$ cat src/rtl/mmio_interconnect.sv
// rtl/mmio_interconnect.sv - registered MMIO decoder/fabric between the CPU data port and NumSlaves peripherals
module mmio_interconnect #(
    parameter int                           NumSlaves     = 4,
    parameter int                           AddrWidth     = 32,
    parameter int                           DataWidth     = 32,
    parameter logic [NumSlaves*AddrWidth-1:0] SlaveBase   = '0,
    parameter logic [NumSlaves*AddrWidth-1:0] SlaveMask   = '0,
    parameter int                           TimeoutCycles = 255
) (
    input  logic                           clk,
    input  logic                           rst_n,
    input  logic [AddrWidth-1:0]           addr_i,
    input  logic [DataWidth-1:0]           wdata_i,
    input  logic                           wr_i,
    input  logic                           strobe_i,
    output logic [DataWidth-1:0]           rdata_o,
    output logic                           ready_o,
    output logic                           err_o,
    output logic [NumSlaves-1:0]           s_sel_o,
    output logic [AddrWidth-1:0]           s_addr_o,
    output logic [DataWidth-1:0]           s_wdata_o,
    output logic                           s_wr_o,
    input  logic [NumSlaves*DataWidth-1:0] s_rdata_i,
    input  logic [NumSlaves-1:0]           s_ready_i,
    output logic [7:0]                     err_count_o,
    output logic [AddrWidth-1:0]           last_err_addr_o
);

    localparam int CntW = $clog2(TimeoutCycles + 1);
    localparam int IdxW = (NumSlaves > 1) ? $clog2(NumSlaves) : 1;

    typedef enum logic [1:0] {IDLE, ACCESS, RESP} state_t;

    state_t              state;
    logic [IdxW-1:0]     idx;
    logic                miss_q;
    logic                wr_q;
    logic [CntW-1:0]     cnt;

    logic                hit;
    logic [IdxW-1:0]     hit_idx;
    logic                sel_ready;
    logic [DataWidth-1:0] sel_rdata;

    // Descending scan so the lowest-indexed overlapping window is the one kept.
    always_comb begin
        hit     = 1'b0;
        hit_idx = '0;
        for (int i = NumSlaves - 1; i >= 0; i--) begin
            if ((addr_i & SlaveMask[i*AddrWidth +: AddrWidth]) == SlaveBase[i*AddrWidth +: AddrWidth]) begin
                hit     = 1'b1;
                hit_idx = IdxW'(i);
            end
        end
    end

    always_comb begin
        sel_ready = 1'b0;
        sel_rdata = '0;
        for (int i = 0; i < NumSlaves; i++) begin
            if (IdxW'(i) == idx) begin
                sel_ready = s_ready_i[i];
                sel_rdata = s_rdata_i[i*DataWidth +: DataWidth];
            end
        end
    end

    assign s_wr_o = wr_q & (|s_sel_o);

    always_ff @(posedge clk or negedge rst_n) begin
        if (!rst_n) begin
            state           <= IDLE;
            idx             <= '0;
            miss_q          <= 1'b0;
            wr_q            <= 1'b0;
            cnt             <= '0;
            rdata_o         <= '0;
            ready_o         <= 1'b0;
            err_o           <= 1'b0;
            s_sel_o         <= '0;
            s_addr_o        <= '0;
            s_wdata_o       <= '0;
            err_count_o     <= '0;
            last_err_addr_o <= '0;
        end else begin
            case (state)
                IDLE: begin
                    if (strobe_i) begin
                        s_addr_o  <= addr_i;
                        s_wdata_o <= wdata_i;
                        wr_q      <= wr_i;
                        cnt       <= '0;
                        idx       <= hit_idx;
                        miss_q    <= ~hit;
                        s_sel_o   <= hit ? (NumSlaves'(1) << hit_idx) : '0;
                        state     <= ACCESS;
                    end
                end
                ACCESS: begin
                    // An unmapped request spends this cycle with no slave selected, then errors.
                    if (!miss_q && sel_ready) begin
                        s_sel_o <= '0;
                        ready_o <= 1'b1;
                        err_o   <= 1'b0;
                        rdata_o <= wr_q ? '0 : sel_rdata;
                        state   <= RESP;
                    end else if (miss_q || cnt == CntW'(TimeoutCycles - 1)) begin
                        s_sel_o         <= '0;
                        ready_o         <= 1'b1;
                        err_o           <= 1'b1;
                        rdata_o         <= '0;
                        last_err_addr_o <= s_addr_o;
                        if (err_count_o != 8'hFF) begin
                            err_count_o <= err_count_o + 8'd1;
                        end
                        state <= RESP;
                    end else begin
                        cnt <= cnt + CntW'(1);
                    end
                end
                RESP: begin
                    ready_o <= 1'b0;
                    err_o   <= 1'b0;
                    rdata_o <= '0;
                    state   <= IDLE;
                end
                default: state <= IDLE;
            endcase
        end
    end

endmodule

$ cat config.mk
export PLATFORM = sky130hd
export DESIGN_NAME = mmio_interconnect
export DESIGN_NICKNAME = d
export VERILOG_FILES = /design/src/rtl/mmio_interconnect.sv
export SDC_FILE = /design/constraint.sdc
export NUM_CORES = 1
export LEC_CHECK = 0
export ABC_AREA = 1
export BUFFER_PORTS_ARGS = -buffer_cell sky130_fd_sc_hd__buf_4
export CAP_MARGIN = 20
export CORE_AREA = 2 2 134 136
export DETAILED_ROUTE_END_ITERATION = 10
export DIE_AREA = 0 0 136 138
export PLACE_DENSITY = 0.73
export SLEW_MARGIN = 5
export SYNTH_ARGS = -nofsm -noshare
export SYNTH_HDL_FRONTEND = slang
export SYNTH_SLANG_ARGS = --single-unit
$ cat constraint.sdc
create_clock -name clk -period 1.5 [get_ports clk]
set_clock_uncertainty 0.1 [all_clocks]
set_input_delay 0 -clock clk [delete_from_list [all_inputs] [get_ports clk]]
set_output_delay 0 -clock clk [all_outputs]
set_load 0.02 [all_outputs]
==> metrics.csv, run 1 <==
metric,value,unit
status,"finished, violations left",
violations,setup timing,
portBuffers,240,
cts_htree_levels,4,
wirelength,20.4,mm
gr-total-overflow,0,
core,17500,sq um
worst_skew_pair.late_latency,410,ps
final_common_cell,buf_4,
synth-seq-cells,150,
intPower,11.6,mW
std_cell_rows,49,
seqPwrFrac,0.340,
numCtsBuffers,17,
grtUsageTotal,0.196,
io_pins,343,
place_ws,-295,ps
hpwlAfterDp,11.4,mm
slew_headroom,0.609,
synth-seq-area-share,0.621,
combPwrFrac,0.401,
clockBufferDepth,2,
start_util,0.345,
switching_share,0.346,
reg2reg_depth,11,
via_per_inst,4.64,
final_cells,1224,
power_density,1640,nW/um^2
wl_per_cell,16.7,um
syn_area,6040,sq um
synth_warnings,0,
antenna_found_initial,0,
synth_top_family_by_area,simple AND/OR/NAND/NOR gates,
setup_viol,135,
critPathCaptureType,flop,
place_inst,1065,
final_cell_mix,"buf_4 (273), nand2_1 (206), dfrtp_1 (150)",
synthMuxAreaShare,0.101,
fin_crit_sh,1.07,
grt_max_degree,55,
die_y,138,um
vdd_drop_max,929,uV
ant_nets,0,
drive_gt1_frac,0.448,
grt_pass1_wl,28.9,mm
min_period,1610,ps
startpoint,cnt[0]$_DFFE_PN0P_,
rsz0062_at_grt,true,
clk_root_buffer_cell,clkbuf_16,
vias,5675,
utilization,0.618,
die_w,136,um
cts_tree,yes,
postSynthCellCount,576,
critPathArrivalTime,1810,ps
clkPwrFrac,0.259,
syn2layout_area_growth,79.4,%
startpoint_type,flop,
synth-adder-area-share,0.00621,
final_hold_viol_count,0,
cts_sinks,150,
fin_nets,1185,
gp_congestion,0.812,
layout_setup_ws,-108,ps
initialDrtViolationCount,196,
crit_fanout,17,
synth_compound_area_frac,0.0307,
fp.dieArea,18800,sq um
synth.distinct_cells,30,
yosys.area_share.simple,0.189,
slew_violations,0,
worstSetupPathType,reg2reg,
r2r-start,cnt[0]$_DFFE_PN0P_,
max_cap_violations,0,
yosys.area_share.xor_xnor,0.00435,
antennaDiodeCount,0,
grt_pass1_vias,5741,
p_sw,6.13,mW
max_freq,622,MHz
p_leak,5.62,nW
cts.clk_slew.worst_paths,60,ps
cp.required,1700,ps
route.detailed.drc,0,
hp-class,in2async,
firstDrtPassIters,5,
synth.avg_cell_area,10.5,sq um
worst_slew_pin_slew,587,ps
[repair_timing]
| item | CTS | global route |
|---|---|---|
| endpoints found under the setup margin | 85 | 143 |
| pin swaps | 3 | 12 |
| endpoints found under the hold margin | 248 | 0 |
| buffers inserted | 5 | 10 |
| hold buffers | 99 | 0 |
| gates cloned | 3 | 11 |
| resized for setup | 15 | 91 |
[state kept, by name, indices dropped and copies added (netlist names)]
signal	flops
s_wdata_o	32
state	2
cnt	8
s_sel_o	1
ready_o	1
wr_q	1
err_count_o	8
err_o	1
s_addr_o	32
rdata_o	32
last_err_addr_o	32
[Yosys cell counts]
| master | instances | area, sq um |
|---|---|---|
| nand2_1 | 215 | 807 |
| dfrtp_1 | 150 | 3750 |
| mux2_2 | 54 | 608 |
| inv_1 | 27 | 101 |
| nor2_1 | 23 | 86.3 |
| nand3_1 | 21 | 105 |
| buf_2 | 16 | 80.1 |
| a21oi_1 | 13 | 65.1 |
| o21ai_1 | 13 | 65.1 |
| o21ai_0 | 8 | 40.0 |
| buf_4 | 4 | 30.0 |
| nor2_4 | 4 | 45.0 |
| clkbuf_8 | 3 | 41.3 |
| ha_1 | 3 | 37.5 |
| nand3b_1 | 3 | 22.5 |
| buf_6 | 2 | 22.5 |
| nand2_2 | 2 | 12.5 |
| nand3_2 | 2 | 20.0 |
| xor2_1 | 2 | 17.5 |
| clkinv_1 | 1 | 3.75 |
| conb_1 | 1 | 3.75 |
| inv_2 | 1 | 3.75 |
| nand2_4 | 1 | 11.3 |
| nand4_1 | 1 | 6.26 |
| nor3_1 | 1 | 5.00 |
| nor3_4 | 1 | 16.3 |
| o211ai_1 | 1 | 7.51 |
| o21bai_1 | 1 | 7.51 |
| or2_2 | 1 | 6.26 |
| xnor2_1 | 1 | 8.76 |
[path summary, 6_finish.rpt]
kind	end	slack, ps
setup / recovery	rdata_o[18]$_DFFE_PN0P_	-110
hold / removal	rdata_o[20]$_DFFE_PN0P_	6
setup reg to reg	rdata_o[18]$_DFFE_PN0P_	-110
hold reg to reg	err_o$_DFFE_PN0P_	370
max in group asynchronous	last_err_addr_o[3]$_DFFE_PN0P_	680
min in group clk	s_addr_o[1]$_DFFE_PN0P_	140
[layout make-up]
class,count,area (sq um)
fill,1353,6700
sequential,150,3750
timing repair buffer,408,3710
multi-input combinational,376,2350
clock buffer,21,460
tap,229,287
clock inverter,11,171
inverter,29,110
[through the flow]
| stage | TNS, ps | power (mW) | cell area [sq um] | hold slack [ps] |
|---|---|---|---|---|
| CTS | -3490 | 16.7 | 10200 | 7.24 |
| global placement | -10660 | 11.5 | 8430 | -94.6 |
| global route | -16340 | 18.5 | 10800 | 49.7 |
| detailed placement | -12980 | 11.7 | 8430 | -89.5 |
| finish | -8590 | 17.7 | 10800 | 6.15 |
| floorplan | -1.83 | 8.90 | 6080 | -396 |
[worst max-delay path, cell delays in order (launching register included)]
cell and delay [ps]:
dfrtp_1 390, inv_2 80, ha_4 130, inv_2 40, nor2_4 80, buf_4 120
nand3_4 90, nand2_4 130, nor2_4 60, buf_12 150, nand2_1 70, nand2_1 50
[cell families (layout without fill, tap and decap cells)]
logic type | count (synthesis) | after routing
DFF | 150 | 150
xor gates and xnor gates | 3 | 3
and+or+nand+nor | 275 | 277
buffers and inverters | 54 | 469
adders and majority gates | 3 | 3
AOI/OAI and AO/OA | 36 | 36
other | 1 | 3
muxes | 54 | 54
[power by group through the flow]
| stage | logic [mW] | clock network [mW] | registers, mW |
|---|---|---|---|
| finish | 7.11 | 4.59 | 6.03 |
| global route | 7.52 | 4.84 | 6.15 |
| CTS | 6.11 | 4.67 | 5.93 |
| detailed placement | 5.66 | 0 | 5.99 |
| global placement | 5.56 | 0 | 5.95 |
| floorplan | 1.58 | 0 | 7.31 |
[layer usage]
| metal | GRT usage | up-vias | share of wire | wire length (um) |
|---|---|---|---|---|
| met5 | 0 | - | 0 | 0 |
| met4 | 0.0817 | 0 | 0.030 | 609 |
| met3 | 0.0557 | 46 | 0.069 | 1410 |
| met2 | 0.338 | 235 | 0.51 | 10400 |
| met1 | 0.227 | 2729 | 0.39 | 7980 |
| li1 | - | 2665 | - | - |
Power figures use the tool's default switching activity.
==> run 2, diff against run 1 <==
- BUFFER_PORTS_ARGS: -buffer_cell sky130_fd_sc_hd__buf_4 -> not set
- CORE_AREA: 2 2 134 136 -> 4 4 132 134
- DONT_BUFFER_PORTS: not set -> 1
- PLACE_DENSITY: 0.73 -> 0.58
==> run 2 against run 1 <==
The flow finishes with violations (hold timing, setup timing). Combinational power is 55% lower. Worst hold slack worse by 840 ps. Via count is 16% lower. Sequential share of layout area is 7.3 points higher. Register-to-register slack hardly changed. Clock power is 2% lower. Critical endpoint is now s_wdata_o[22]$_DFFE_PN0P_. Largest cell class unchanged. Largest power group is now sequential cells.
==> metrics.csv, run 2 (synthesized netlist as in run 1, its figures left out) <==
metric,value,unit,change
status,"finished, violations left",,unchanged
violations,"hold timing, setup timing",,was setup timing
path_buf_inv,5,,was 4
hold_buffers,99,,unchanged
portBuffers,0,,was 240
wl_per_cell,18.9,um,was 16.7 um
cpMostUsedCell,buf_12,,
firstDrtPassIters,4,,was 5
grtUsageTotal,0.176,,was 0.196
syn2layout_area_growth,48.2,%,was 79.4%
crit_fanout,5,,was 17
final_hold_viol_count,150,,was 0
startpoint,state[0]$_DFFE_PN0P_,,was cnt[0]$_DFFE_PN0P_
switching_share,0.379,,was 0.346
slowest_delay,390,ps,about the same
place_inst,808,,"was 1,065"
via_per_inst,4.87,,was 4.64
final_cells,976,,"was 1,224"
die_y,138,um,unchanged
cts_tree,yes,,unchanged
start_util,0.371,,was 0.345
clk_root_buffer_cell,clkbuf_16,,unchanged
cts_sinks,150,,unchanged
met2_length,9.13,mm,was 10.4 mm
startpoint_type,flop,,unchanged
critPathArrivalTime,1810,ps,about the same
dpl_cell_area,6530,sq um,was 8430 sq um
routed.top_layer,met4,,unchanged
fin_crit_sh,1.07,,about the same
whs,-829,ps,was 6.15 ps
std_cell_rows,47,,was 49
fin_nets,946,,"was 1,185"
place_ws,-305,ps,was -295 ps
wl_met1,7.14,mm,was 7.98 mm
vias,4751,,"was 5,675"
path_delay_family,buffers and inverters,,was simple AND/OR/NAND/NOR gates
final.fill_count,1328,,"was 1,353"
clockBufferDepth,2,,unchanged
final_cell_mix,"nand2_1 (200), dfrtp_1 (150), dlygate4sd3_1 (99)",,"was buf_4 (273), nand2_1 (206), dfrtp_1 (150)"
hpwlAfterDp,10.6,mm,was 11.4 mm
cts_htree_levels,4,,unchanged
cts.clk_slew.worst_paths,70,ps,was 60 ps
antenna_found_initial,0,,unchanged
gp_congestion,0.764,,was 0.812
crit_slowest_cell,dfrtp_1,,unchanged
layout_setup_ws,-104,ps,was -108 ps
rsz0062_at_grt,true,,unchanged
drive_gt1_frac,0.284,,was 0.448
grt_pass1_wl,26.0,mm,was 28.9 mm
wirelength,18.4,mm,was 20.4 mm
critPathCaptureType,flop,,unchanged
grt_max_degree,151,,was 55
combPwrFrac,0.208,,was 0.401
r2r_slack,-100,ps,was -110 ps
p_sw,5.80,mW,was 6.13 mW
wl_met3,1.76,mm,was 1.41 mm
regArea,3750,sq um,unchanged
worstSetupPathType,reg2reg,,unchanged
numCtsBuffers,17,,unchanged
power_density,1710,nW/um^2,was 1640 nW/um^2
die_w,136,um,unchanged
cp_cell_sequence,inv_2 -> buf_6 -> nand3_4 -> buf_12 -> buf_12 -> clkbuf_16 -> mux2_2,,was inv_2 -> ha_4 -> inv_2 -> nor2_4 -> buf_4 -> nand3_4 -> nand2_4 -> nor2_4 -> buf_12 -> nand2_1 -> nand2_1
design_area,8950,sq um,"was 10,800 sq um"
io_pins,343,,unchanged
worst_skew_pair.late_latency,420,ps,was 410 ps
tns,-8460,ps,was -8590 ps
antennaDiodeCount,0,,unchanged
grt_pass1_vias,4942,,"was 5,741"
min_period,1600,ps,was 1610 ps
fp.dieArea,18800,sq um,unchanged
reg2reg_depth,7,,was 11
intPower,9.52,mW,was 11.6 mW
max_cap_violations,0,,unchanged
multi_input_comb_area,2260,sq um,was 2350 sq um
gr-total-overflow,0,,unchanged
final_common_cell,nand2_1,,was buf_4
regToRegEndpoint,s_wdata_o[22]$_DFFE_PN0P_,,was rdata_o[18]$_DFFE_PN0P_
slew_violations,0,,unchanged
setup_viol,120,,was 135
ant_nets,0,,unchanged
p_total,15.3,mW,was 17.7 mW
max_freq,624,MHz,was 622 MHz
initialDrtViolationCount,193,,was 196
r2r-start,state[0]$_DFFE_PN0P_,,was cnt[0]$_DFFE_PN0P_
core,16300,sq um,"was 17,500 sq um"
cp.required,1700,ps,about the same
vdd_drop_max,857,uV,was 929 uV
clkPwrFrac,0.293,,was 0.259
hp-class,in2async,,unchanged
route.detailed.drc,0,,unchanged
p_leak,4.28,nW,was 5.62 nW
utilization,0.550,,was 0.618
seqPwrFrac,0.499,,was 0.340
[run 2: worst reg2reg max path: stages, from the launching register on]
cell       delay (ps)
dfrtp_1           390
inv_2              90
buf_6             100
nand3_4            90
buf_12            160
buf_12            130
clkbuf_16         150
mux2_2            280
[run 2: area by class of cell]
| class | count | share of cell area |
|---|---|---|
| multi-input cells | 377 | 0.253 |
| inverters | 29 | 0.0129 |
| flip-flops and latches | 150 | 0.419 |
| well taps | 220 | 0.0308 |
| clock buffers | 17 | 0.0475 |
| clock inverters | 15 | 0.0225 |
| repair buffers | 168 | 0.214 |
[run 2: per-layer routing]
metal / vias up / track usage
met5: - / 0
met1: 2313 / 0.190
met4: 0 / 0.0679
met2: 232 / 0.306
li1: 2175 / -
met3: 31 / 0.0730
[run 2: worst max-delay path by stage]
stage | end | slack (ps) | cells after the start
after detailed placement | rdata_o[17]$_DFFE_PN0P_ | -300 | 8
after floorplan | err_count_o[6]$_DFFE_PN0P_ | -2 | 10
after CTS | last_err_addr_o[1]$_DFFE_PN0P_ | -120 | 10
final | s_wdata_o[22]$_DFFE_PN0P_ | -100 | 7
after global routing | last_err_addr_o[1]$_DFFE_PN0P_ | -190 | 10
after global placement | err_o$_DFFE_PN0P_ | -210 | 8
[run 2: repair_timing]
action | 4_1_cts | 5_1_grt
resized for setup | 24 | 49
setup endpoints to repair | 121 | 136
hold endpoints to repair | 258 | 150
pin swaps | 9 | 4
buffers inserted | 11 | 11
gates cloned | 4 | 12
[run 2: power groups by stage]
stage / sequential (mW) / combinational [mW] / clock (mW)
after global routing: 7.79 / 3.47 / 4.76
after detailed placement: 7.69 / 2.03 / 0
after global placement: 7.67 / 1.88 / 0
after floorplan: 7.31 / 1.58 / 0
after CTS: 7.63 / 2.46 / 4.58
final: 7.65 / 3.19 / 4.49
==> run 3, diff against run 2 <==
- BUFFER_PORTS_ARGS: not set -> -buffer_cell sky130_fd_sc_hd__buf_4
- CORE_AREA: 4 4 132 134 -> 4 4 147 114
- DIE_AREA: 0 0 136 138 -> 0 0 151 118
- DONT_BUFFER_PORTS: 1 -> not set
- PLACE_DENSITY: 0.58 -> 0.81
==> run 3 against run 2 <==
The flow finishes with violations (setup timing). Largest cell class unchanged. Worst setup slack gained 38 ps. Sequential share of layout area shrank 6.2 points. Utilization grew 14 points. Die area shrank 5.1%. Largest power group is now combinational logic. Register-to-register slack gained 40 ps. Total power grew 9.8%.
==> metrics.csv, run 3 (synthesized netlist as in run 1, its figures left out) <==
metric,value,unit,change
final_hold_viol_count,0,,was 150
fin_crit_sh,1.04,,was 1.07
firstDrtPassIters,4,,unchanged
p_sw,6.15,mW,was 5.80 mW
cp.required,1690,ps,was 1700 ps
min_period,1570,ps,was 1600 ps
hp-class,in2reg,,was in2async
gr-total-overflow,0,,unchanged
place_ws,-287,ps,was -305 ps
violations,setup timing,,"was hold timing, setup timing"
critPathArrivalTime,1750,ps,was 1810 ps
wl_per_cell,17.9,um,was 18.9 um
final.fill_count,1038,,"was 1,328"
antenna_found_initial,0,,unchanged
final_cells,1191,,was 976
clockBufferDepth,2,,unchanged
power_density,1600,nW/um^2,was 1710 nW/um^2
cts_sinks,150,,unchanged
ant_nets,0,,unchanged
intPower,10.7,mW,was 9.52 mW
vdd_drop_max,1180,uV,was 857 uV
layout_setup_ws,-66.0,ps,was -104 ps
whs,83.9,ps,was -829 ps
core,15100,sq um,"was 16,300 sq um"
clk_root_buffer_cell,clkbuf_16,,unchanged
fp.dieArea,17800,sq um,"was 18,800 sq um"
final_common_cell,buf_4,,was nand2_1
dpl_cell_area,8410,sq um,was 6530 sq um
start_util,0.399,,was 0.371
r2r-start,cnt[0]$_DFFE_PN0P_,,was state[0]$_DFFE_PN0P_
cts_tree,yes,,unchanged
seqPwrFrac,0.359,,was 0.499
initialDrtViolationCount,267,,was 193
via_per_inst,4.79,,was 4.87
p_total,16.8,mW,was 15.3 mW
hpwlAfterDp,11.8,mm,was 10.6 mm
vias,5703,,"was 4,751"
die_w,151,um,was 136 um
std_cell_rows,39,,was 47
setup_viol,81,,was 120
grt_pass1_wl,30.6,mm,was 26.0 mm
critPathCaptureType,flop,,unchanged
syn2layout_area_growth,73.7,%,was 48.2%
worstSetupPathType,reg2reg,,unchanged
antennaDiodeCount,0,,unchanged
design_area,10500,sq um,was 8950 sq um
gp_congestion,0.831,,was 0.764
grt_max_degree,45,,was 151
cts.clk_slew.worst_paths,60,ps,was 70 ps
drive_gt1_frac,0.441,,was 0.284
portBuffers,240,,was 0
die_y,118,um,was 138 um
crit_fanout,17,,was 5
p_leak,5.36,nW,was 4.28 nW
max_freq,639,MHz,was 624 MHz
final_cell_mix,"buf_4 (267), nand2_1 (197), dfrtp_1 (150)",,"was nand2_1 (200), dfrtp_1 (150), dlygate4sd3_1 (99)"
grtUsageTotal,0.220,,was 0.176
startpoint,cnt[0]$_DFFE_PN0P_,,was state[0]$_DFFE_PN0P_
switching_share,0.365,,was 0.379
numCtsBuffers,17,,unchanged
max_cap_violations,0,,unchanged
route.detailed.drc,0,,unchanged
wirelength,21.3,mm,was 18.4 mm
io_pins,343,,unchanged
startpoint_type,flop,,unchanged
utilization,0.694,,was 0.550
fin_nets,1176,,was 946
slew_violations,0,,unchanged
cts_htree_levels,4,,unchanged
combPwrFrac,0.395,,was 0.208
grt_pass1_vias,5816,,"was 4,942"
clkPwrFrac,0.246,,was 0.293
hp-start,strobe_i,,
rsz0062_at_grt,true,,unchanged
tns,-2230,ps,was -8460 ps
place_inst,1037,,was 808
worst_skew_pair.late_latency,420,ps,about the same
status,"finished, violations left",,unchanged
[run 3: cell types whose count changed in the layout (fill, tap and decap cells not counted), sizes merged]
cell and change:
clkbuf -3, inv -5, clkinvlp +3, clkinv +2, bufinv -1, dlygate4sd3 +1
buf +233
[run 3: layout make-up]
type                       count  area [sq um]  area share
multi-input combinational    377          2230       0.212
inverter                      29           115      0.0110
clock buffer                  18           429      0.0409
sequential                   150          3750       0.358
clock inverter                14           141      0.0135
tap                          205           256      0.0244
timing repair buffer         398          3570       0.340
[run 3: power by group through the flow]
stage | logic [mW] | registers [mW] | clock network, mW
2_1_floorplan | 1.58 | 7.31 | 0
3_3_place_gp | 5.61 | 5.96 | 0
3_5_place_dp | 5.71 | 6.00 | 0
4_1_cts | 6.21 | 5.94 | 4.22
5_1_grt | 7.06 | 6.17 | 4.40
6_report | 6.65 | 6.05 | 4.13
[run 3: what timing repair did]
item | in CTS | in global routing
setup endpoints to repair | 123 | 138
cloned | 3 | 8
pin swaps | 8 | 5
hold buffers | 100 | 0
setup buffers | 9 | 2
hold endpoints to repair | 248 | 0
gates resized for setup | 14 | 47
[run 3: worst max-delay path, stage by stage (launching register included)]
cell,delay [ps]
dfrtp_1,390
inv_2,80
ha_4,120
inv_2,30
nor2_4,110
nand3_2,110
nand2_4,130
nor2_4,50
buf_12,150
nand2_1,80
nand2_1,90
[run 3: per-layer routing]
metal	up-vias	global-route usage	wire length (um)
li1	2637	-	-
met1	2756	0.252	8050
met2	267	0.373	10600
met3	43	0.0939	2080
met4	0	0.0646	533
met5	-	0	0
[run 3: final timing paths]
path / to / slack, ps / cells past startpoint
min in group asynchronous: rdata_o[2]$_DFFE_PN0P_ / 540 / 3
max reg2reg: rdata_o[29]$_DFFE_PN0P_ / -70 / 10
max: rdata_o[29]$_DFFE_PN0P_ / -70 / 10
min: cnt[4]$_DFFE_PN0P_ / 80 / 5
max in group asynchronous: s_wdata_o[0]$_DFFE_PN0P_ / 180 / 4
min reg2reg: last_err_addr_o[30]$_DFFE_PN0P_ / 380 / 2
